## src/rtl/paint_pkg.sv

```systemverilog
// Shared encodings between the paint controller and the rectangle draw datapath.
// ALU select codes, draw FSM states and default screen geometry.
package paint_pkg;

   localparam logic [1:0] ALU_IDLE    = 2'b00;
   localparam logic [1:0] ALU_RECT    = 2'b01;
   localparam logic [1:0] ALU_OUTLINE = 2'b10;
   localparam logic [1:0] ALU_FREE    = 2'b11;

   typedef enum logic [1:0] {
      ST_IDLE  = 2'd0,
      ST_SETUP = 2'd1,
      ST_SWEEP = 2'd2,
      ST_HOLD  = 2'd3
   } draw_state_t;

   localparam int DEF_X_W   = 8;
   localparam int DEF_Y_W   = 7;
   localparam int DEF_C_W   = 3;
   localparam int DEF_X_MAX = 160;
   localparam int DEF_Y_MAX = 120;

endpackage

```

## src/rtl/raster_counter.sv

```systemverilog
// Raster walker over a latched box, x inner; start latches bounds, step advances one pixel.
// Zero-latency last/on_edge flags from the current position; step is ignored on the last pixel.
module raster_counter #(
   parameter int X_W = 8,
   parameter int Y_W = 7
) (
   input  logic           Clock,
   input  logic           reset_N,
   input  logic           start,
   input  logic           step,
   input  logic [X_W-1:0] x_lo,
   input  logic [X_W-1:0] x_hi,
   input  logic [Y_W-1:0] y_lo,
   input  logic [Y_W-1:0] y_hi,
   output logic [X_W-1:0] cx,
   output logic [Y_W-1:0] cy,
   output logic           last,
   output logic           on_edge
);

   logic [X_W-1:0] xmin_q, xmax_q;
   logic [Y_W-1:0] ymin_q, ymax_q;

   always_ff @(posedge Clock or negedge reset_N) begin
      if (!reset_N) begin
         xmin_q <= '0;
         xmax_q <= '0;
         ymin_q <= '0;
         ymax_q <= '0;
         cx     <= '0;
         cy     <= '0;
      end else if (start) begin
         xmin_q <= x_lo;
         xmax_q <= x_hi;
         ymin_q <= y_lo;
         ymax_q <= y_hi;
         cx     <= x_lo;
         cy     <= y_lo;
      end else if (step && !last) begin
         if (cx == xmax_q) begin
            cx <= xmin_q;
            cy <= cy + 1'b1;
         end else begin
            cx <= cx + 1'b1;
         end
      end
   end

   assign last    = (cx == xmax_q) && (cy == ymax_q);
   assign on_edge = (cx == xmin_q) || (cx == xmax_q) || (cy == ymin_q) || (cy == ymax_q);

endmodule

```

## src/rtl/rect_draw_datapath.sv

```systemverilog
// Paint datapath: clamped corner/colour registers, filled/outline rectangle raster, freeform plot.
// First rect pixel two cycles after enable; abort when enable drops. Outline mode needs OUTLINE_EN.
module rect_draw_datapath
   import paint_pkg::*;
#(
   parameter int X_W   = DEF_X_W,
   parameter int Y_W   = DEF_Y_W,
   parameter int C_W   = DEF_C_W,
   parameter int X_MAX = DEF_X_MAX,
   parameter int Y_MAX = DEF_Y_MAX
) (
   input  logic           Clock,
   input  logic           reset_N,
   input  logic [X_W-1:0] data_in,
   input  logic [C_W-1:0] colour_in,
   input  logic           loadX,
   input  logic           loadY,
   input  logic           loadX2,
   input  logic           loadY2,
   input  logic           loadC,
   input  logic           enable,
   input  logic [1:0]     alu_select,
   output logic [X_W-1:0] x_out,
   output logic [Y_W-1:0] y_out,
   output logic [C_W-1:0] colour_out,
   output logic           plot,
   output logic           busy,
   output logic           done
);

   localparam logic [X_W-1:0] X_LIM   = X_W'(X_MAX - 1);
   localparam logic [X_W-1:0] Y_LIM_X = X_W'(Y_MAX - 1);
   localparam logic [Y_W-1:0] Y_LIM   = Y_W'(Y_MAX - 1);

   logic [X_W-1:0] x1_q, x2_q, x_clamp, x_lo, x_hi, cx;
   logic [Y_W-1:0] y1_q, y2_q, y_clamp, y_lo, y_hi, cy;
   logic [C_W-1:0] colour_q;
   draw_state_t    state;
   logic           outline_q, start_ok, outline_sel, last, on_edge;

   // Compare y against the full switch value so large entries clamp rather than alias.
   assign x_clamp = (data_in > X_LIM)   ? X_LIM : data_in;
   assign y_clamp = (data_in > Y_LIM_X) ? Y_LIM : data_in[Y_W-1:0];

   always_ff @(posedge Clock or negedge reset_N) begin
      if (!reset_N) begin
         x1_q     <= '0;
         y1_q     <= '0;
         x2_q     <= '0;
         y2_q     <= '0;
         colour_q <= '0;
      end else begin
         if (loadX)  x1_q     <= x_clamp;
         if (loadY)  y1_q     <= y_clamp;
         if (loadX2) x2_q     <= x_clamp;
         if (loadY2) y2_q     <= y_clamp;
         if (loadC)  colour_q <= colour_in;
      end
   end

   assign x_lo = (x1_q <= x2_q) ? x1_q : x2_q;
   assign x_hi = (x1_q <= x2_q) ? x2_q : x1_q;
   assign y_lo = (y1_q <= y2_q) ? y1_q : y2_q;
   assign y_hi = (y1_q <= y2_q) ? y2_q : y1_q;

   always_comb begin
      start_ok    = 1'b0;
      outline_sel = 1'b0;
      case (alu_select)
         ALU_RECT: start_ok = 1'b1;
`ifdef OUTLINE_EN
         ALU_OUTLINE: begin
            start_ok    = 1'b1;
            outline_sel = 1'b1;
         end
`endif
         ALU_IDLE, ALU_FREE: start_ok = 1'b0;
         default: start_ok = 1'b0;
      endcase
   end

   always_ff @(posedge Clock or negedge reset_N) begin
      if (!reset_N) begin
         state     <= ST_IDLE;
         outline_q <= 1'b0;
         done      <= 1'b0;
      end else begin
         done <= 1'b0;
         case (state)
            ST_IDLE: begin
               if (enable && start_ok) begin
                  state     <= ST_SETUP;
                  outline_q <= outline_sel;
               end
            end
            ST_SETUP: state <= enable ? ST_SWEEP : ST_IDLE;
            ST_SWEEP: begin
               if (!enable) begin
                  state <= ST_IDLE;
               end else if (last) begin
                  state <= ST_HOLD;
                  done  <= 1'b1;
               end
            end
            ST_HOLD: if (!enable) state <= ST_IDLE;
            default: state <= ST_IDLE;
         endcase
      end
   end

   raster_counter #(.X_W(X_W), .Y_W(Y_W)) u_raster (
      .Clock   (Clock),
      .reset_N (reset_N),
      .start   (state == ST_SETUP),
      .step    ((state == ST_SWEEP) && enable),
      .x_lo    (x_lo),
      .x_hi    (x_hi),
      .y_lo    (y_lo),
      .y_hi    (y_hi),
      .cx      (cx),
      .cy      (cy),
      .last    (last),
      .on_edge (on_edge)
   );

   always_comb begin
      plot  = 1'b0;
      x_out = x1_q;
      y_out = y1_q;
      case (state)
         ST_IDLE: plot = enable && (alu_select == ALU_FREE);
         ST_SWEEP: begin
            plot  = enable && (!outline_q || on_edge);
            x_out = cx;
            y_out = cy;
         end
         default: plot = 1'b0;
      endcase
   end

   assign busy       = (state == ST_SETUP) || (state == ST_SWEEP);
   assign colour_out = colour_q;

endmodule

```

## config.mk

```make
export PLATFORM = sky130hd
export DESIGN_NAME = rect_draw_datapath
export DESIGN_NICKNAME = d
export VERILOG_FILES = /design/src/rtl/paint_pkg.sv /design/src/rtl/raster_counter.sv /design/src/rtl/rect_draw_datapath.sv
export SDC_FILE = /design/constraint.sdc
export NUM_CORES = 1
export LEC_CHECK = 0
export CAP_MARGIN = 20
export CORE_UTILIZATION = 50
export CTS_CLUSTER_DIAMETER = 200
export DETAILED_ROUTE_END_ITERATION = 8
export PLACE_DENSITY_LB_ADDON = 0.05
export RECOVER_POWER = 50
export SYNTH_ARGS = -nofsm -noshare
export SYNTH_HDL_FRONTEND = slang
export SYNTH_SLANG_ARGS = --single-unit
```

## constraint.sdc

```tcl
create_clock -name Clock -period 5.6 [get_ports Clock]
set_input_delay 1.12 -clock Clock [delete_from_list [all_inputs] [get_ports Clock]]
set_output_delay 1.12 -clock Clock [all_outputs]
set_load 0.1 [all_outputs]
```

==> Word level (Yosys, flattened, before mapping) <==
Cells that the tools add are included.
{ "op_classes": {"n_eq_ne": 10, "order_cmp": 4, "muxes": 25, "reduce_logical": 12, "add_sub_neg": 2} }
{ "op_table": {"columns": ["cell", "count"], "rows": [
  ["$mux W8", 7],
  ["$mux W7", 7],
  ["$mux W2", 5],
  ["$add A8 B1 Y8 const B", 1],
  ["$eq A8 B8 Y1", 1],
  ["$gt A8 B7 Y1 const B", 1],
  ["$gt A8 B8 Y1 const B", 1],
  ["$le A8 B8 Y1", 1],
  ["$pmux W2 S4", 1],
  ["$add A7 B1 Y7 const B", 1],
  ["$eq A7 B7 Y1", 1],
  ["$le A7 B7 Y1", 1],
  ["$eq A2 B2 Y1 const B", 3],
  ["$logic_and A1 B1 Y1", 5],
  ["$eq A2 B1 Y1 const B", 2],
  ["$mux W1", 4],
  ["$ne A2 B2 Y1 const B", 2],
  ["$reduce_bool A2 Y1", 2],
  ["$ne A3 B2 Y1 const B", 1],
  ["$reduce_and A3 Y1", 1],
  ["$logic_not A2 Y1", 1],
  ["$pmux W1 S2", 1],
  ["$reduce_and A2 Y1", 1],
  ["$logic_not A1 Y1", 1],
  ["$logic_or A1 B1 Y1", 1]
]} }
{ "totals": {"regBits": 74, "output_inout_bits": 21, "in_bits": 21, "wordCells": 65} }

==> Logic depth before layout (Yosys ltp) <==
{ "depth": {"ltp_word": 6, "depth_mapped": 9, "ltp_nobuf": 8} }

==> By module <==
From an unflattened synthesis, not the netlist that was laid out.
{ "unflattened": {"cells_unflattened": 503, "hier_area_um2": 5004.8} }
{ "modules_own_cells": {"columns": ["mod", "instances", "cells_per_inst", "seq_area_each_um2", "area_per_inst_um2"], "rows": [
  ["raster_counter", 1, 244, 1126.1, 2587.5],
  ["rect_draw_datapath", 1, 259, 900.9, 2417.3]
]} }

==> Worst setup path after synthesis <==
Ideal clock, no wire load.
{ "synth_path": {"path_kind": "reg-to-output", "start": "reg state[0]", "end": "out x_out[0]", "slack_ns": 1.464, "n_path_buf": 1, "arrival_time_ns": 3.016, "t_required_ns": 4.480, "stages_incl_launch_ff": 5, "cell_sequence": "dfrtp_1 -> inv_1 -> ha_1 -> clkbuf_1 -> o21ai_0"} }
{ "synth_between": {"elab_chain_cells": 2} }
{ "synth_lines": {"columns": ["element", "line", "text"], "rows": [
  ["start: declaration", "rect_draw_datapath.sv:38", "draw_state_t state;"],
  ["start signal: assignment", "rect_draw_datapath.sv:96", "ST_SETUP: state <= enable ? ST_SWEEP : ST_IDLE;"],
  ["$eq A2 B2 Y1", "rect_draw_datapath.sv:130", "case (state)"],
  ["$mux W8", "rect_draw_datapath.sv:130", null],
  ["end: declaration", "rect_draw_datapath.sv:23", "output logic [X_W-1:0] x_out,"]
]} }
No other way between the ends.

==> Worst setup path after layout <==
{ "layout_path": {"start": "reg state[0]", "end": "out x_out[6]"} }
The elaborated chain is that of the path after synthesis.

==> impl_metrics.ini <==
[clock_network]
clk_latency_ns = 0.34
post_cts_resized = 0
clock_path_buffers = 2
hold_buffers = 0
cts.sinks = 74
cts_setup_buffers = 0
cts_tree = built
clkTransAtPathRegs_ns = 0.08
htree_levels = 3
cts_root_buf = clkbuf_8
cts_buffers = 9

[yosys]
syn_inst = 442
yosys_register_bits = 74
yosysTopAreaCellShare_pct = 42.74
ys_seq_area_share_pct = 42.74
postSynthAreaPerCell_sq_um = 9.803
synth-adder-area-share_pct = 6.064
synth_edf_count = 0
synth_top_family_by_area = compound AO/OA/AOI/OAI gates
synth-main-ff-cell = dfrtp_1
synth_nets = 484
yosys.cell_types.count = 51
synth_top_area_cell = dfrtp_1
synth_warnings = 0
synthSimpleGateAreaFrac_pct = 13.23
synthMuxAreaShare_pct = 14.38
synth_area_leaders = dfrtp_1, mux2i_1, a21oi_1, ha_1, nor2_1
synth_area_sq_um = 4333
synth_compound_area_share_pct = 14.70
synth_xor_xnor_area_share_pct = 4.620
async_reset_ff_share_pct = 100.0

[placement]
post-dp-hpwl_um = 6988
routabilityCongestion = 0.8869
dpl_worst_slack_ns = 1.430
port_buffers = 41
dpl-instance-area_sq_um = 4783

[drt]
viasPerCell = 5.721
post_drt_wl_per_cell_um = 16.83
post-route-drc-count = 0
routed_wl_um = 9831
via_count = 3341
detail-route-antenna-nets = 0
dr.pass1.iters = 5
drt_iter0_markers = 113

[final_layout]
n_fill_cell = 719
utilization_pct = 60.53
drive_gt1_share_pct = 10.02
num-nets-final = 517
seq_area_sq_um = 1852
multi_input_area_sq_um = 2298
area_growth_pct = 15.94
num_antenna_cells = 0
final_area_sq_um = 5024

[hold_path]
hp-class = reg -> reg

[sta]
fin_tns_setup_ns = 0
setup_viol = 0
slew-limit-headroom_pct = 30.84
fin_skew_ns = 0.007846
worst_slew_pin_slew_ns = 1.037
fin_crit_sh_pct = 75.46
timing.hold.ws_ns = 0.5218
max_freq_ghz = 0.2366
finalMaxSlewViolations = 0
final.min_clock_period_ns = 4.226
setup_slack_ns = 1.374
grt_setup_unrepaired = no
finalHoldViolations = 0

[pwr]
p_per_area_nw_per_um2 = 498.7
leakage_nw = 2.169
max-vdd-ir-drop_mv = 0.2485

[die]
start_util_pct = 52.21
die_h_um = 95.09
die_w_um = 95.09
dieArea_sq_um = 9042
core-area_sq_um = 8299
row_count = 33
pin_count = 42

[global_route]
grt_pass1_wl_um = 16110
grt_max_degree = 75
antenna_found_initial = 0
grt_pass1_vias = 3210
overflow = 0
grt_usage_pct = 23.75

[setup_path]
cp_max_fo = 23
worstSetupEndpointType = output pin
cp-startpoint = state[0]$_DFFE_PN0P_
critPathLaunchType = register
timing.rr.end = u_raster.cx[1]$_DFFE_PN0P_
regToRegStartpoint = state[0]$_DFFE_PN0P_
r2r_slack_ns = 2.66
crit_required_ns = 4.48
reg2reg_depth = 7
cp.arrival_ns = 3.11
path_class = reg -> out
cp-endpoint = x_out[6]

[job]
drv_cap = 0

[run_status]
outcome = finished, final reports clean
-- cell usage in the layout, fill, tap and decap left out, types with 3 or more instances in the layout --
cell type and count:
a211oi_1 4, xor2_1 9, clkbuf_8 10, bufinv_16 3, and3_1 3, clkdlybuf4s50_1 36
ha_1 20, nor2b_1 6, or3_1 4, nor2_1 61, o21a_1 3, dfrtp_1 74
a21oi_1 57, dlygate4sd3_1 4, mux2_2 18, o21ai_0 19, mux2i_1 42, inv_1 22
xnor2_1 12, nand3_1 9, nor3_1 6, nand4_1 10, nand2_1 11
-- logic make-up (layout without fill, tap and decap cells) --
kind of cell	Yosys count	after routing
mux	60	60
simple gates	119	119
fa+ha+maj	21	21
flops	74	74
xor+xnor	22	22
buf+inv	43	80
compound gates	103	103
-- synth_stat cells (all sizes together) (2+ instances only) --
cell type / n
a211oi: 4
a21oi: 58
a22oi: 2
a2bb2oi: 2
and2: 2
and3: 3
buf: 7
clkbuf: 13
dfrtp: 74
ha: 21
inv: 23
mux2: 18
mux2i: 42
nand2: 12
nand3: 9
nand4: 10
nor2: 61
nor2b: 6
nor3: 6
nor4: 2
o211ai: 2
o21a: 3
o21ai: 19
o221ai: 2
o22ai: 2
or2: 2
or3: 4
xnor2: 13
xor2: 9
-- worst max-delay path, cell delays in order (launching register included) --
cell and delay, ns:
dfrtp_1 0.43, inv_1 0.10, ha_1 0.79, mux2_2 0.31
clkdlybuf4s50_1 1.13
-- power breakdown --
group / internal (W) / switching, W / leakage [nW]
combinational: 0.000417 / 0.000704 / 1.24
sequential: 0.000696 / 0.000185 / 0.809
clock: 0.000305 / 0.000198 / 0.118
-- worst min-delay path by stage --
stage | endpoint | cells past startpoint | start | slack, ns
global placement | colour_out[1]$_DFFE_PN0P_ | 1 | colour_out[1]$_DFFE_PN0P_ | 0.49
global route | colour_out[2]$_DFFE_PN0P_ | 1 | colour_out[2]$_DFFE_PN0P_ | 0.54
finish | colour_out[1]$_DFFE_PN0P_ | 1 | colour_out[1]$_DFFE_PN0P_ | 0.52
floorplan | u_raster.xmin_q[6]$_DFFE_PN0P_ | 2 | u_raster.xmin_q[6]$_DFFE_PN0P_ | 0.48
detailed placement | colour_out[1]$_DFFE_PN0P_ | 1 | colour_out[1]$_DFFE_PN0P_ | 0.50
CTS | u_raster.xmin_q[6]$_DFFE_PN0P_ | 2 | u_raster.xmin_q[6]$_DFFE_PN0P_ | 0.53
-- final cells by class --
class,instances,area share (%)
inverters,23,1.719
flip-flops and latches,74,36.86
clock inverters,5,2.042
repair buffers,42,8.269
well taps,105,2.615
clock buffers,10,2.740
multi-input cells,325,45.75
-- per-stage QoR --
step	cells	power, W
3_5_place_dp	569	0.002012
2_1_floorplan	442	0.001752
3_3_place_gp	569	0.001985
4_1_cts	584	0.002520
5_1_grt	584	0.002653
6_report	584	0.002505
-- state kept, by name (all words and copies together) (netlist names) --
register / flops
y2_q: 7
colour_out: 3
u_raster.cx: 8
u_raster.cy: 7
x1_q: 8
y1_q: 7
done: 1
state: 2
x2_q: 8
u_raster.xmin_q: 8
u_raster.ymax_q: 7
u_raster.xmax_q: 8
-- metal layers --
| metal | track usage (%) | share of wire [%] |
|---|---|---|
| met3 | 3.190 | 3.5 |
| met4 | 8.333 | 1.0 |
| met5 | 0 | 0 |
| met1 | 33.45 | 47 |
| met2 | 37.50 | 49 |
(Power assumes the default switching activity.)
